$ cat config.mk
export PLATFORM = sky130hd
export DESIGN_NAME = dac_sample_sched
export DESIGN_NICKNAME = d
export VERILOG_FILES = /design/src/rtl/dac_sched_pkg.sv /design/src/rtl/key_debounce.sv /design/src/rtl/dac_sample_sched.sv
export SDC_FILE = /design/constraint.sdc
export NUM_CORES = 1
export LEC_CHECK = 0
export CAP_MARGIN = 20
export CORE_MARGIN = 5
export CORE_UTILIZATION = 30
export DETAILED_ROUTE_END_ITERATION = 10
export SLEW_MARGIN = 20
export SYNTH_ARGS = -nofsm -noshare
export SYNTH_HDL_FRONTEND = slang
export SYNTH_SLANG_ARGS = --single-unit
$ cat constraint.sdc
create_clock -name clk -period 3.44 [get_ports clk]
set_input_delay 0.344 -clock clk [delete_from_list [all_inputs] [get_ports clk]]
set_output_delay 0.344 -clock clk [all_outputs]
set_load 0.01 [all_outputs]
$ cat src/rtl/dac_sched_pkg.sv
// dac_sched_pkg: scheduler state encoding and shared constants for dac_sample_sched.
package dac_sched_pkg;

  typedef enum logic [1:0] {
    IDLE,
    LATCH,
    START,
    WAIT_DONE
  } sched_state_t;

  localparam int         DATA_W_DEF = 10;
  localparam logic [7:0] OVR_MAX    = 8'd255;

endpackage

$ cat src/rtl/key_debounce.sv
// key_debounce: 2-flop synchronizer for an active-low push-button, optional debounce
// (enabled by `define DAC_SCHED_DEBOUNCE_EN); emits a one-cycle pulse per accepted press.
module key_debounce #(
  parameter int DEBOUNCE_CYC = 20000
) (
  input  logic clk,
  input  logic reset,
  input  logic key_in,
  output logic press
);

  logic sync1;
  logic sync2;

  // Flops come out of reset at the released level so no false press is seen.
  always_ff @(posedge clk or posedge reset) begin
    if (reset) begin
      sync1 <= 1'b1;
      sync2 <= 1'b1;
    end else begin
      sync1 <= key_in;
      sync2 <= sync1;
    end
  end

`ifdef DAC_SCHED_DEBOUNCE_EN
  localparam int CNT_W = $clog2(DEBOUNCE_CYC + 1);

  logic [CNT_W-1:0] stable_cnt;
  logic             key_state;
  logic             accept;

  // A new level is accepted on its DEBOUNCE_CYC-th consecutive cycle of disagreement.
  assign accept = (sync2 != key_state) && (stable_cnt == CNT_W'(DEBOUNCE_CYC - 1));
  assign press  = accept & ~sync2;

  always_ff @(posedge clk or posedge reset) begin
    if (reset) begin
      stable_cnt <= '0;
      key_state  <= 1'b1;
    end else if (sync2 == key_state) begin
      stable_cnt <= '0;
    end else if (accept) begin
      stable_cnt <= '0;
      key_state  <= sync2;
    end else begin
      stable_cnt <= stable_cnt + CNT_W'(1);
    end
  end
`else
  logic key_prev;

  assign press = key_prev & ~sync2;

  always_ff @(posedge clk or posedge reset) begin
    if (reset) begin
      key_prev <= 1'b1;
    end else begin
      key_prev <= sync2;
    end
  end
`endif

endmodule

$ cat src/rtl/dac_sample_sched.sv
// dac_sample_sched: paces TLC5615 conversions from one of two FIR outputs chosen by a push-button.
// Optional key debounce is enabled with `define DAC_SCHED_DEBOUNCE_EN.
module dac_sample_sched
  import dac_sched_pkg::*;
#(
  parameter int DATA_W       = DATA_W_DEF,
  parameter int SAMPLE_DIV   = 1000,
  parameter int DEBOUNCE_CYC = 20000
) (
  input  logic              clk,
  input  logic              reset,
  input  logic              key_in,
  input  logic [DATA_W-1:0] src0_data,
  input  logic [DATA_W-1:0] src1_data,
  input  logic              dac_busy,
  output logic [DATA_W-1:0] dac_data,
  output logic              dac_start,
  output logic              sel_src,
  output logic [7:0]        overrun_cnt
);

  localparam int DIV_W = $clog2(SAMPLE_DIV);

  sched_state_t     state;
  sched_state_t     state_next;
  logic [DIV_W-1:0] sample_cnt;
  logic             tick;
  logic             press;
  logic             wait_armed;

  key_debounce #(
    .DEBOUNCE_CYC(DEBOUNCE_CYC)
  ) u_key (
    .clk   (clk),
    .reset (reset),
    .key_in(key_in),
    .press (press)
  );

  assign tick = (sample_cnt == DIV_W'(SAMPLE_DIV - 1));

  always_ff @(posedge clk or posedge reset) begin
    if (reset) begin
      sample_cnt <= '0;
    end else if (tick) begin
      sample_cnt <= '0;
    end else begin
      sample_cnt <= sample_cnt + DIV_W'(1);
    end
  end

  always_ff @(posedge clk or posedge reset) begin
    if (reset) begin
      sel_src <= 1'b0;
    end else if (press) begin
      sel_src <= ~sel_src;
    end
  end

  always_ff @(posedge clk or posedge reset) begin
    if (reset) begin
      state <= IDLE;
    end else begin
      state <= state_next;
    end
  end

  always_comb begin
    state_next = state;
    dac_start  = 1'b0;
    case (state)
      IDLE:      if (tick) state_next = LATCH;
      LATCH:     state_next = START;
      START: begin
        dac_start  = 1'b1;
        state_next = WAIT_DONE;
      end
      WAIT_DONE: if (wait_armed && !dac_busy) state_next = IDLE;
      default:   state_next = IDLE;
    endcase
  end

  // The first WAIT_DONE cycle ignores dac_busy: the serializer may not have raised it yet.
  always_ff @(posedge clk or posedge reset) begin
    if (reset) begin
      wait_armed <= 1'b0;
    end else if (state == START) begin
      wait_armed <= 1'b0;
    end else if (state == WAIT_DONE) begin
      wait_armed <= 1'b1;
    end
  end

  always_ff @(posedge clk or posedge reset) begin
    if (reset) begin
      dac_data <= '0;
    end else if (state == LATCH) begin
      dac_data <= sel_src ? src1_data : src0_data;
    end
  end

  // Ticks are never queued: any tick outside IDLE is lost and only counted.
  always_ff @(posedge clk or posedge reset) begin
    if (reset) begin
      overrun_cnt <= '0;
    end else if (tick && (state != IDLE) && (overrun_cnt != OVR_MAX)) begin
      overrun_cnt <= overrun_cnt + 8'd1;
    end
  end

endmodule

# Word-level counts from Yosys, hierarchy flattened
# Index checks and enable logic that the tools add are counted.
totals:
  out_inout_bits: 20
  register_bits: 35
op_classes:
  eq_ne: 7
  addsub: 2
  n_bitwise: 3
  n_mux: 8
  n_reduce_logical: 8
ops:
  columns: ["cell", "n"]
  rows:
  - ["2-to-1 mux 10 bit", 2]
  - ["adder 10 x 1 -> 10 bit, second input constant", 1]
  - ["equality test 10 bit, second input constant", 1]
  - ["adder 8 x 1 -> 8 bit, second input constant", 1]
  - ["inequality test 8 bit, second input constant", 1]
  - ["one-hot mux 2 bit (4 select lines)", 1]
  - ["equality test 2 bit, second input constant", 2]
  - ["2-to-1 mux 2 bit", 2]
  - ["inequality test 2 bit, second input constant", 2]
  - ["nonzero test 2 bit", 2]
  - ["logical AND 1 bit", 3]
  - ["2-to-1 mux 1 bit", 3]
  - ["equality test 2 x 1 -> 1 bit, second input constant", 1]
  - ["logical NOT 2 bit", 1]
  - ["inverter 1 bit", 2]
  - ["AND reduction 2 bit", 1]
  - ["AND 1 bit", 1]
  - ["logical NOT 1 bit", 1]

# Depth between registers and ports, before layout
# Gate-level depths: netlist (run 1).
logic_depth:
  depth_word: 4
  ltp_mapped: 5

# By module
# Synthesis (run 1) repeated with hierarchy kept, for this count alone.
hier_totals:
  hier_cells: 149
  area_unflattened_um2: 1681.6
by_module_without_submodules:
  columns: ["mod", "cells_per_inst", "instances", "area_each_um2", "seq_area_each_um2"]
  rows:
  - ["dac_sample_sched", 144, 1, 1585.3, 800.8]
  - ["key_debounce", 5, 1, 96.3, 78.8]

# Least setup slack after synthesis (run 1)
# Ideal clock, no wire load.
synth_path:
  path_type: "reg-to-reg"
  start: "register sample_cnt[0]"
  end: "register overrun_cnt[1]"
  path_slack_ns: 1.798
  stages_incl_launch_ff: 6
  setup_time_ns: 0.125
  synth_period_minus_slack_ns: 1.642
  n_path_buf: 0
  arrival_ns: 1.517
  path_cell_list: "dfrtp_1 -> ha_1 -> and4bb_2 -> nand3_4 -> nor3_2 -> mux2_2"
synth_via:
  elab_chain_cells: 3
synth_rtl:
  columns: ["element", "line_no", "text"]
  rows:
  - ["from (decl)", "dac_sample_sched.sv:26", "logic [DIV_W-1:0] sample_cnt;"]
  - ["from (signal assigned)", "dac_sample_sched.sv:48", "sample_cnt <= sample_cnt + DIV_W'(1);"]
  - ["equality test 10 bit", "dac_sample_sched.sv:40", "assign tick = (sample_cnt == DIV_W'(SAMPLE_DIV - 1));"]
  - ["logical AND 1 bit (2 in a row)", "dac_sample_sched.sv:106", "end else if (tick && (state != IDLE) && (overrun_cnt != OVR_MAX)) begin"]
  - ["to (signal assigned)", "dac_sample_sched.sv:107", "overrun_cnt <= overrun_cnt + 8'd1;"]
  - ["to (decl)", "dac_sample_sched.sv:19", "output logic [7:0] overrun_cnt"]
# Every way passes these cells.
# A chain may end at the register's enable or synchronous reset.

# Worst setup path in the final report (run 1)
layout_path:
  start: "register sel_src"
  end: "output sel_src"
layout_lines:
  columns: ["element", "line_no", "text"]
  rows:
  - ["from (decl)", "dac_sample_sched.sv:18", "output logic sel_src,"]
  - ["from (signal assigned)", "dac_sample_sched.sv:56", "sel_src <= ~sel_src;"]
# No word-level cell between the ends.

==> summary.txt, run 1 <==
Met2 GRT Util -> 15.9%
Hold Vio Cnt, Final -> 0
Die width -> 84.3 um
Max Buffers Root-to-Sink -> 2
Fin crit share -> 58.2%
Sink Count -> 35
CORE AREA -> 5440 um^2
Max-slew headroom -> 57.9%
Die height -> 84.3 um
Synth Instances -> 147
Via/cell ratio -> 4.55
Vias in the first global route -> 1,212
Hold path depth -> 0
Worst path required time -> 3100 ps
Worst Path Buf+Inv -> 1
Post-cts resize count -> 0
RSZ-0062 raised after global routing -> no
Worst Setup Start Kind -> register
Distinct cells, synth -> 32
Gr ovfl total -> 0
Setup CP Type -> register to primary output
Synth-to-Final Area Change -> 36.6%
Share of layout cells above drive strength 1 -> 10.2%
R2r worst-path depth -> 5
Worst Hold Class -> register to register
Flops & latches, synth -> 35
Final WL -> 3220 um
Syn_nets -> 178
Flop2flop setup slack -> 1680 ps
Peak supply drop -> 0.000374 V
Pin count of the biggest net entering global routing -> 36
N_diodes -> 0
Post-CTS Hold Buffers -> 0
Fmax -> 500 MHz
Worst Hold Launch -> u_key.sync1
Port bufs -> 43
Final Cell Area -> 2260 um^2
CP max-delay cell -> dfrtp_1
Max Cap Viol -> 0
Synth Warn # -> 0
Initial antenna violation count -> 0
CP max FO -> 12
GP Congestion -> 0.752
# IOs -> 44
Area after DPL -> 2170 um^2
DR vias -> 1,220
Site Rows -> 27
Arr. time, crit path -> 1660 ps
Finish-stage setup viols -> 0
Drt pass-1 iters -> 4
First-pass GRT wire length -> 5370 um
Sequential share of the synthesized area -> 53.1%
Tmin final -> 2000 ps
CP max stage delay -> 720 ps
Total track usage -> 9.34%
H-tree depth -> 2
Total die area -> 7110 um^2
Reg2reg end -> overrun_cnt[1]
Routed length per instance -> 12.0 um
Postcts setup bufs -> 0
Worst-path clk slew -> 70 ps
Final slew viol count -> 0
Setup_tns -> 0 ps
Most common library cell in the layout ignoring fill and taps -> clkdlybuf4s50_1
Syn Area/Cell -> 11.3 um^2
Clock latency on the worst-skew pair -> 280 ps
Dpl hpwl -> 2350 um
CP endpoint kind -> primary output
Status -> finished clean
Leak Pwr -> 0.993 nW
Clock root cell -> clkbuf_8
Reg2Reg Launch Point -> sample_cnt[0]
CP top delay family -> flip-flops
Filler Cell Count -> 541
Drt drc -> 0
Final ANT Viol Nets -> 0
Initial Util -> 30.5%
PD cells -> 600 nW/um^2
Slew @ Worst Pin -> 632 ps
Grt peak-use layer -> met2
Commonest cells after routing, fill and taps aside -> clkdlybuf4s50_1, dfrtp_1, nor2_1
Clock Skews -> 5.83 ps
TritonCTS clock tree -> yes
Hold endpoint -> u_key.sync2
DRT iter0 DRCs -> 62
Met1 usage -> 10.6%
Fin util -> 41.6%
GR Util met3 -> 3.43%
CTS Buf Count -> 5
Mapped Area -> 1660 um^2
Sequential Area -> 880 um^2
Crit path cell chain -> clkdlybuf4s50_1
Post-layout nets -> 226
Multi-input logic area -> 751 um^2
per-stage QoR:
stage / cells / setup slack, ps / total power, mW / hold slack [ps]
2_1_floorplan: 147 / 1800 / 0.857 / 345
3_3_place_gp: 260 / 1720 / 1.07 / 348
3_5_place_dp: 260 / 1670 / 1.08 / 349
4_1_cts: 268 / 1390 / 1.39 / 359
5_1_grt: 268 / 1360 / 1.45 / 365
6_report: 268 / 1440 / 1.36 / 358
state kept, by name, summed over array words and instances, names as in the netlist:
name and flops:
dac_data 10, sample_cnt 10, overrun_cnt 8, state 2
sel_src 1, u_key.key_prev 1, u_key.sync1 1, u_key.sync2 1
wait_armed 1
Yosys cell counts (all sizes together):
library cell	instances	share of area [%]
a21oi	12	3.6
a22o	3	1.6
a31oi	2	0.75
and2	2	0.75
and3	1	0.38
and4	2	1.2
and4b	1	0.83
and4bb	1	0.75
buf	1	0.30
clkbuf	2	0.45
dfrtp	32	48
dfstp	3	4.8
ha	7	5.3
inv	4	0.91
mux2	3	2.3
mux2i	11	6.6
nand2	7	1.6
nand2b	2	0.75
nand3	7	2.9
nand4	2	0.75
nor2	22	5.0
nor2b	2	0.75
nor3	2	0.91
nor4	2	0.75
nor4b	1	1.4
o21ai	2	0.60
xnor2	4	2.1
xor2	7	3.7
cell families after synthesis:
family / count (synthesis) / share of synthesized area (%)
AOI/OAI and AO/OA: 19 / 6.57
muxes: 14 / 8.91
buffers and inverters: 7 / 1.66
and+or+nand+nor: 54 / 18.7
adders and majority gates: 7 / 5.28
xor gates and xnor gates: 11 / 5.81
DFF: 35 / 53.1
worst max-delay path by stage:
stage          slack [ps]  cells past startpoint           from              to
6_report             1440                      1        sel_src         sel_src
2_1_floorplan        1800                      5  sample_cnt[0]  overrun_cnt[1]
3_3_place_gp         1720                      1        sel_src         sel_src
3_5_place_dp         1670                      5  sample_cnt[0]  overrun_cnt[1]
5_1_grt              1360                      1        sel_src         sel_src
4_1_cts              1390                      1        sel_src         sel_src
routing by layer:
layer / vias to the layer above / share of wire [%] / routed length, um
met5: - / 0 / 0
met4: 0 / 1.2 / 38
met3: 4 / 5.5 / 177
met2: 31 / 49 / 1590
met1: 577 / 44 / 1410
li1: 608 / - / -
power breakdown:
part / leakage (nW) / total [mW] / switching (mW) / internal (mW)
Combinational: 0.519 / 0.481 / 0.206 / 0.275
Sequential: 0.426 / 0.576 / 0.0764 / 0.500
Clock: 0.0482 / 0.301 / 0.139 / 0.161
Total: 0.993 / 1.36 / 0.422 / 0.936
layout make-up:
cell class,count,area share [%]
flip-flops and latches,35,38.8
multi-input cells,105,33.1
repair buffers,44,19.3
well taps,72,3.98
clock buffers,7,3.81
inverters,4,0.663
clock inverters,1,0.221
Note: power is estimated with default switching activity, not from simulation.
==> run 2: changes to the inputs <==
- clock period: 3.44 -> 1.77 ns (I/O delays scaled with it)
==> run 2 against run 1 <==
Power grew 110%; first-iteration DRC count is the same; critical endpoint is now state[1]; via count is essentially flat; combinational power grew 110%; highest routed layer unchanged.
==> summary.txt, run 2 (synthesis gave the netlist of run 1 again) <==
Share of layout cells above drive strength 1 -> 13.8%
Worst path required time -> 1940 ps
Final WL -> 3300 um
Clock root cell -> clkbuf_8
CORE AREA -> 5440 um^2
CTS Buf Count -> 5
CP max-delay cell -> dfrtp_1
CP endpoint kind -> register
Post-CTS Hold Buffers -> 0
Final Cell Area -> 2340 um^2
Leak Pwr -> 1.04 nW
Clock Skews -> 3.95 ps
Finish-stage setup viols -> 0
Arr. time, crit path -> 1840 ps
Drt pass-1 iters -> 4
DR vias -> 1,221
Total track usage -> 10.2%
CP max FO -> 6
Worst Setup Start Kind -> register
Setup_tns -> 0 ps
Peak supply drop -> 0.000733 V
Max Cap Viol -> 0
DRT iter0 DRCs -> 62
Final Worst Setup Slack -> 107 ps
Worst Hold Class -> primary input to async pin
Routed length per instance -> 12.0 um
Final slew viol count -> 0
Pre-CTS setup slack -> 131 ps
H-tree depth -> 2
Sequential Area -> 880 um^2
Tot Pwr -> 2.81 mW
GP Congestion -> 0.763
Setup CP Type -> register to register
RSZ-0062 raised after global routing -> no
Fin util -> 43.1%
Fmax -> 601 MHz
Largest regs -> dac_data x10, sample_cnt x10, overrun_cnt x8
Most common library cell in the layout ignoring fill and taps -> clkdlybuf4s50_1
Vias in the first global route -> 1,266
Dpl cells -> 267
PD cells -> 1200 nW/um^2
Gr ovfl total -> 0
Post-layout nets -> 233
Total die area -> 7110 um^2
Port bufs -> 43
Hold slack final -> 278 ps
Worst-path clk slew -> 70 ps
# IOs -> 44
TritonCTS clock tree -> yes
Via/cell ratio -> 4.44
Status -> finished clean
Filler Cell Count -> 505
Site Rows -> 27
Initial Util -> 30.5%
Layout Cells excl Fill -> 275
Fin crit share -> 93.9%
N_diodes -> 0
Multi-input logic area -> 751 um^2
Postcts setup bufs -> 0
CP top delay family -> simple AND/OR/NAND/NOR gates
Initial antenna violation count -> 0
CP max stage delay -> 370 ps
Worst Path Buf+Inv -> 0
Sink Count -> 35
Commonest cells after routing, fill and taps aside -> clkdlybuf4s50_1, dfrtp_1, nor2_1
First-pass GRT wire length -> 5840 um
Synth-to-Final Area Change -> 41.3%
Final ANT Viol Nets -> 0
Die height -> 84.3 um
Max-slew headroom -> 70.7%
Drt drc -> 0
Post-cts resize count -> 1
Slew @ Worst Pin -> 440 ps
Tmin final -> 1660 ps
Max Buffers Root-to-Sink -> 2
Area after DPL -> 2230 um^2
Hold Vio Cnt, Final -> 0
Pin count of the biggest net entering global routing -> 36
Crit path cell chain -> ha_1 -> and4bb_2 -> nand3_4 -> a22o_1 -> mux2_4
Dpl hpwl -> 2390 um
Clock latency on the worst-skew pair -> 280 ps
Die width -> 84.3 um
## run 2: changes by cell type in the layout (fill, tap and decap cells not counted), sizes merged
cell and delta:
dlygate4sd2 +1, clkdlybuf4s50 -1, buf +7, clkbuf -1
bufinv +1
## run 2: final timing paths
kind | start | endpoint | slack, ps | cells past startpoint
max | sample_cnt[0] | state[1] | 110 | 5
min | reset | wait_armed | 280 | 3
max reg2reg | sample_cnt[0] | state[1] | 110 | 5
min reg2reg | u_key.sync1 | u_key.sync2 | 360 | 0
max in group asynchronous | reset | u_key.sync2 | 1150 | 3
min in group clk | key_in | u_key.sync1 | 290 | 1
## run 2: where the power goes
| group | leakage (nW) | internal [mW] | switching [mW] |
|---|---|---|---|
| registers | 0.426 | 0.971 | 0.0881 |
| clock network | 0.0612 | 0.456 | 0.287 |
| logic | 0.558 | 0.547 | 0.461 |
| total | 1.04 | 1.97 | 0.836 |
## run 2: worst min-delay path, cell delays in order
cell and delay (ps):
clkdlybuf4s50_1 390, inv_1 50, buf_4 380
## run 2: layout make-up
type | instances | area share (%)
well taps | 72 | 3.85
inverters | 4 | 0.641
clock inverters | 2 | 1.50
clock buffers | 6 | 3.53
multi-input cells | 105 | 32.1
flip-flops and latches | 35 | 37.6
repair buffers | 51 | 20.9
## run 2: per-layer routing
metal / up-vias / GRT usage [%] / routed length (um)
li1: 622 / - / -
met2: 23 / 16.9 / 1620
met4: 0 / 3.88 / 57
met3: 6 / 4.12 / 168
met1: 570 / 11.7 / 1450
met5: - / 0 / 0
==> run 3: changes to the inputs <==
- clock period: 1.77 -> 1.75 ns (I/O delays scaled with it)
==> run 3 against run 2 <==
Sequential power about the same; wire length down 0.67%; final area down 1.4%; final cell count down 0.36%; sequential share of layout area up 0.55 points; sequential cell count unchanged; first-iteration DRC count up 18%; die area unchanged; critical path depth unchanged; non-clock buffer count down 1; combinational power about the same; largest cell class unchanged.
==> summary.txt, run 3 (synthesis gave the netlist of run 1 again) <==
Commonest cells after routing, fill and taps aside -> clkdlybuf4s50_1, dfrtp_1, nor2_1
Reg power frac -> 39.4%
Drt drc -> 0
Drt pass-1 iters -> 4
Reg2reg end -> state[1]
Setup CP Type -> register to register
Clock root cell -> clkbuf_8
Worst Setup Start Kind -> register
Gr ovfl total -> 0
Crit path cell chain -> ha_1 -> and4bb_2 -> nand3_4 -> a22o_1 -> mux2_4
Share of layout cells above drive strength 1 -> 12.9%
DRT iter0 DRCs -> 73
Arr. time, crit path -> 1840 ps
CTS Buf Count -> 5
R2r worst-path depth -> 5
CP max FO -> 6
Synth-to-Final Area Change -> 39.2%
Worst Hold Class -> primary input to async pin
Status -> finished clean
Largest regs -> dac_data x10, sample_cnt x10, overrun_cnt x8
Port bufs -> 43
Pin count of the biggest net entering global routing -> 36
Final slew viol count -> 0
Clock Skews -> 7.26 ps
Worst-path clk slew -> 70 ps
Leak Pwr -> 1.03 nW
First-pass GRT wire length -> 5660 um
H-tree depth -> 2
Filler Cell Count -> 531
Clock latency on the worst-skew pair -> 290 ps
Routed length per instance -> 12.0 um
Max Buffers Root-to-Sink -> 2
RSZ-0062 raised after global routing -> no
Most common library cell in the layout ignoring fill and taps -> clkdlybuf4s50_1
Switching Fraction -> 31.5%
Total die area -> 7110 um^2
# IOs -> 44
Max-slew headroom -> 70.2%
Max Cap Viol -> 0
Initial antenna violation count -> 0
Flop2flop setup slack -> 70 ps
Comb power frac -> 38.1%
Crit. Startpoint -> sample_cnt[0]
CP Capture Point -> state[1]
TritonCTS clock tree -> yes
N_diodes -> 0
Dpl hpwl -> 2400 um
Final WL -> 3280 um
Sink Count -> 35
Fin crit share -> 95.7%
Tmin final -> 1680 ps
Finish-stage setup viols -> 0
Fmax -> 597 MHz
Post-layout nets -> 232
Hold Vio Cnt, Final -> 0
CP endpoint kind -> register
Switching pwr -> 0.854 mW
GP Congestion -> 0.747
Tot Pwr -> 2.71 mW
Postcts setup bufs -> 0
Vias in the first global route -> 1,276
Internal power -> 1.86 mW
Final ANT Viol Nets -> 0
Total track usage -> 9.85%
CP max stage delay -> 370 ps
Initial Util -> 30.5%
Site Rows -> 27
Peak supply drop -> 0.000617 V
DR vias -> 1,219
Die height -> 84.3 um
PD cells -> 1170 nW/um^2
Slew @ Worst Pin -> 447 ps
Worst path required time -> 1920 ps
CORE AREA -> 5440 um^2
CP max-delay cell -> dfrtp_1
Reg2Reg Launch Point -> sample_cnt[0]
Via/cell ratio -> 4.45
Clock share of power -> 22.5%
Setup_tns -> 0 ps
Die width -> 84.3 um
-- run 3: stage by stage --
stage | utilization (%) | instance area, um^2 | std cells | worst slack (ps) | hold slack (ps)
global route | 42.4 | 2310 | 274 | 5.63 | 279
detailed placement | 40.8 | 2220 | 266 | 84.4 | 347
global placement | 40.8 | 2220 | 266 | 133 | 346
finish | 42.4 | 2310 | 274 | 74.8 | 281
CTS | 42.4 | 2310 | 274 | 72.2 | 282
floorplan | - | 1660 | 147 | 108 | 179
-- run 3: power by group through the flow --
| stage | Sequential [mW] | Clock (mW) | Combinational (mW) |
|---|---|---|---|
| final | 1.07 | 0.609 | 1.03 |
| after CTS | 1.07 | 0.631 | 1.06 |
| after floorplan | 1.15 | 0 | 0.539 |
| after global placement | 1.08 | 0 | 1.04 |
| after global routing | 1.09 | 0.665 | 1.16 |
| after detailed placement | 1.09 | 0 | 1.07 |
-- run 3: cell type report --
cell class / instances / area [um^2] / share of cell area (%)
Sequential cell: 35 / 880 / 38.1
Multi-Input combinational cell: 105 / 751 / 32.5
Timing Repair Buffer: 50 / 482 / 20.9
Tap cell: 72 / 90.1 / 3.90
Clock buffer: 7 / 86.3 / 3.74
Inverter: 4 / 15.0 / 0.650
Clock inverter: 1 / 5.00 / 0.217
-- run 3: critical path: cells and delay by family, from the launching register on --
kind | cells | cell delay (ps)
and+or+nand+nor | 2 | 420
DFF | 1 | 370
muxes | 1 | 300
AOI/OAI and AO/OA | 1 | 280
adders and majority gates | 1 | 180
-- run 3: worst min-delay path by stage --
stage / end / cells after the start
after floorplan: u_key.sync1 / 0
after CTS: u_key.sync1 / 1
final: overrun_cnt[0] / 3
after detailed placement: u_key.sync2 / 0
after global placement: u_key.sync2 / 0
after global routing: u_key.sync1 / 1
-- run 3: repair_timing --
action	in CTS	in global routing
endpoints found under the hold margin	0	0
hold buffers	0	0
endpoints found under the setup margin	1	0
gates resized for setup	1	0
-- run 3: routing by layer --
layer | track usage (%) | vias to the layer above | part of all wire (%) | wire length, um
met5 | 0 | - | 0 | 0
met4 | 3.88 | 0 | 1.6 | 53
met3 | 3.34 | 7 | 4.6 | 152
met2 | 16.1 | 26 | 48 | 1580
met1 | 11.9 | 564 | 46 | 1490
li1 | - | 622 | - | -
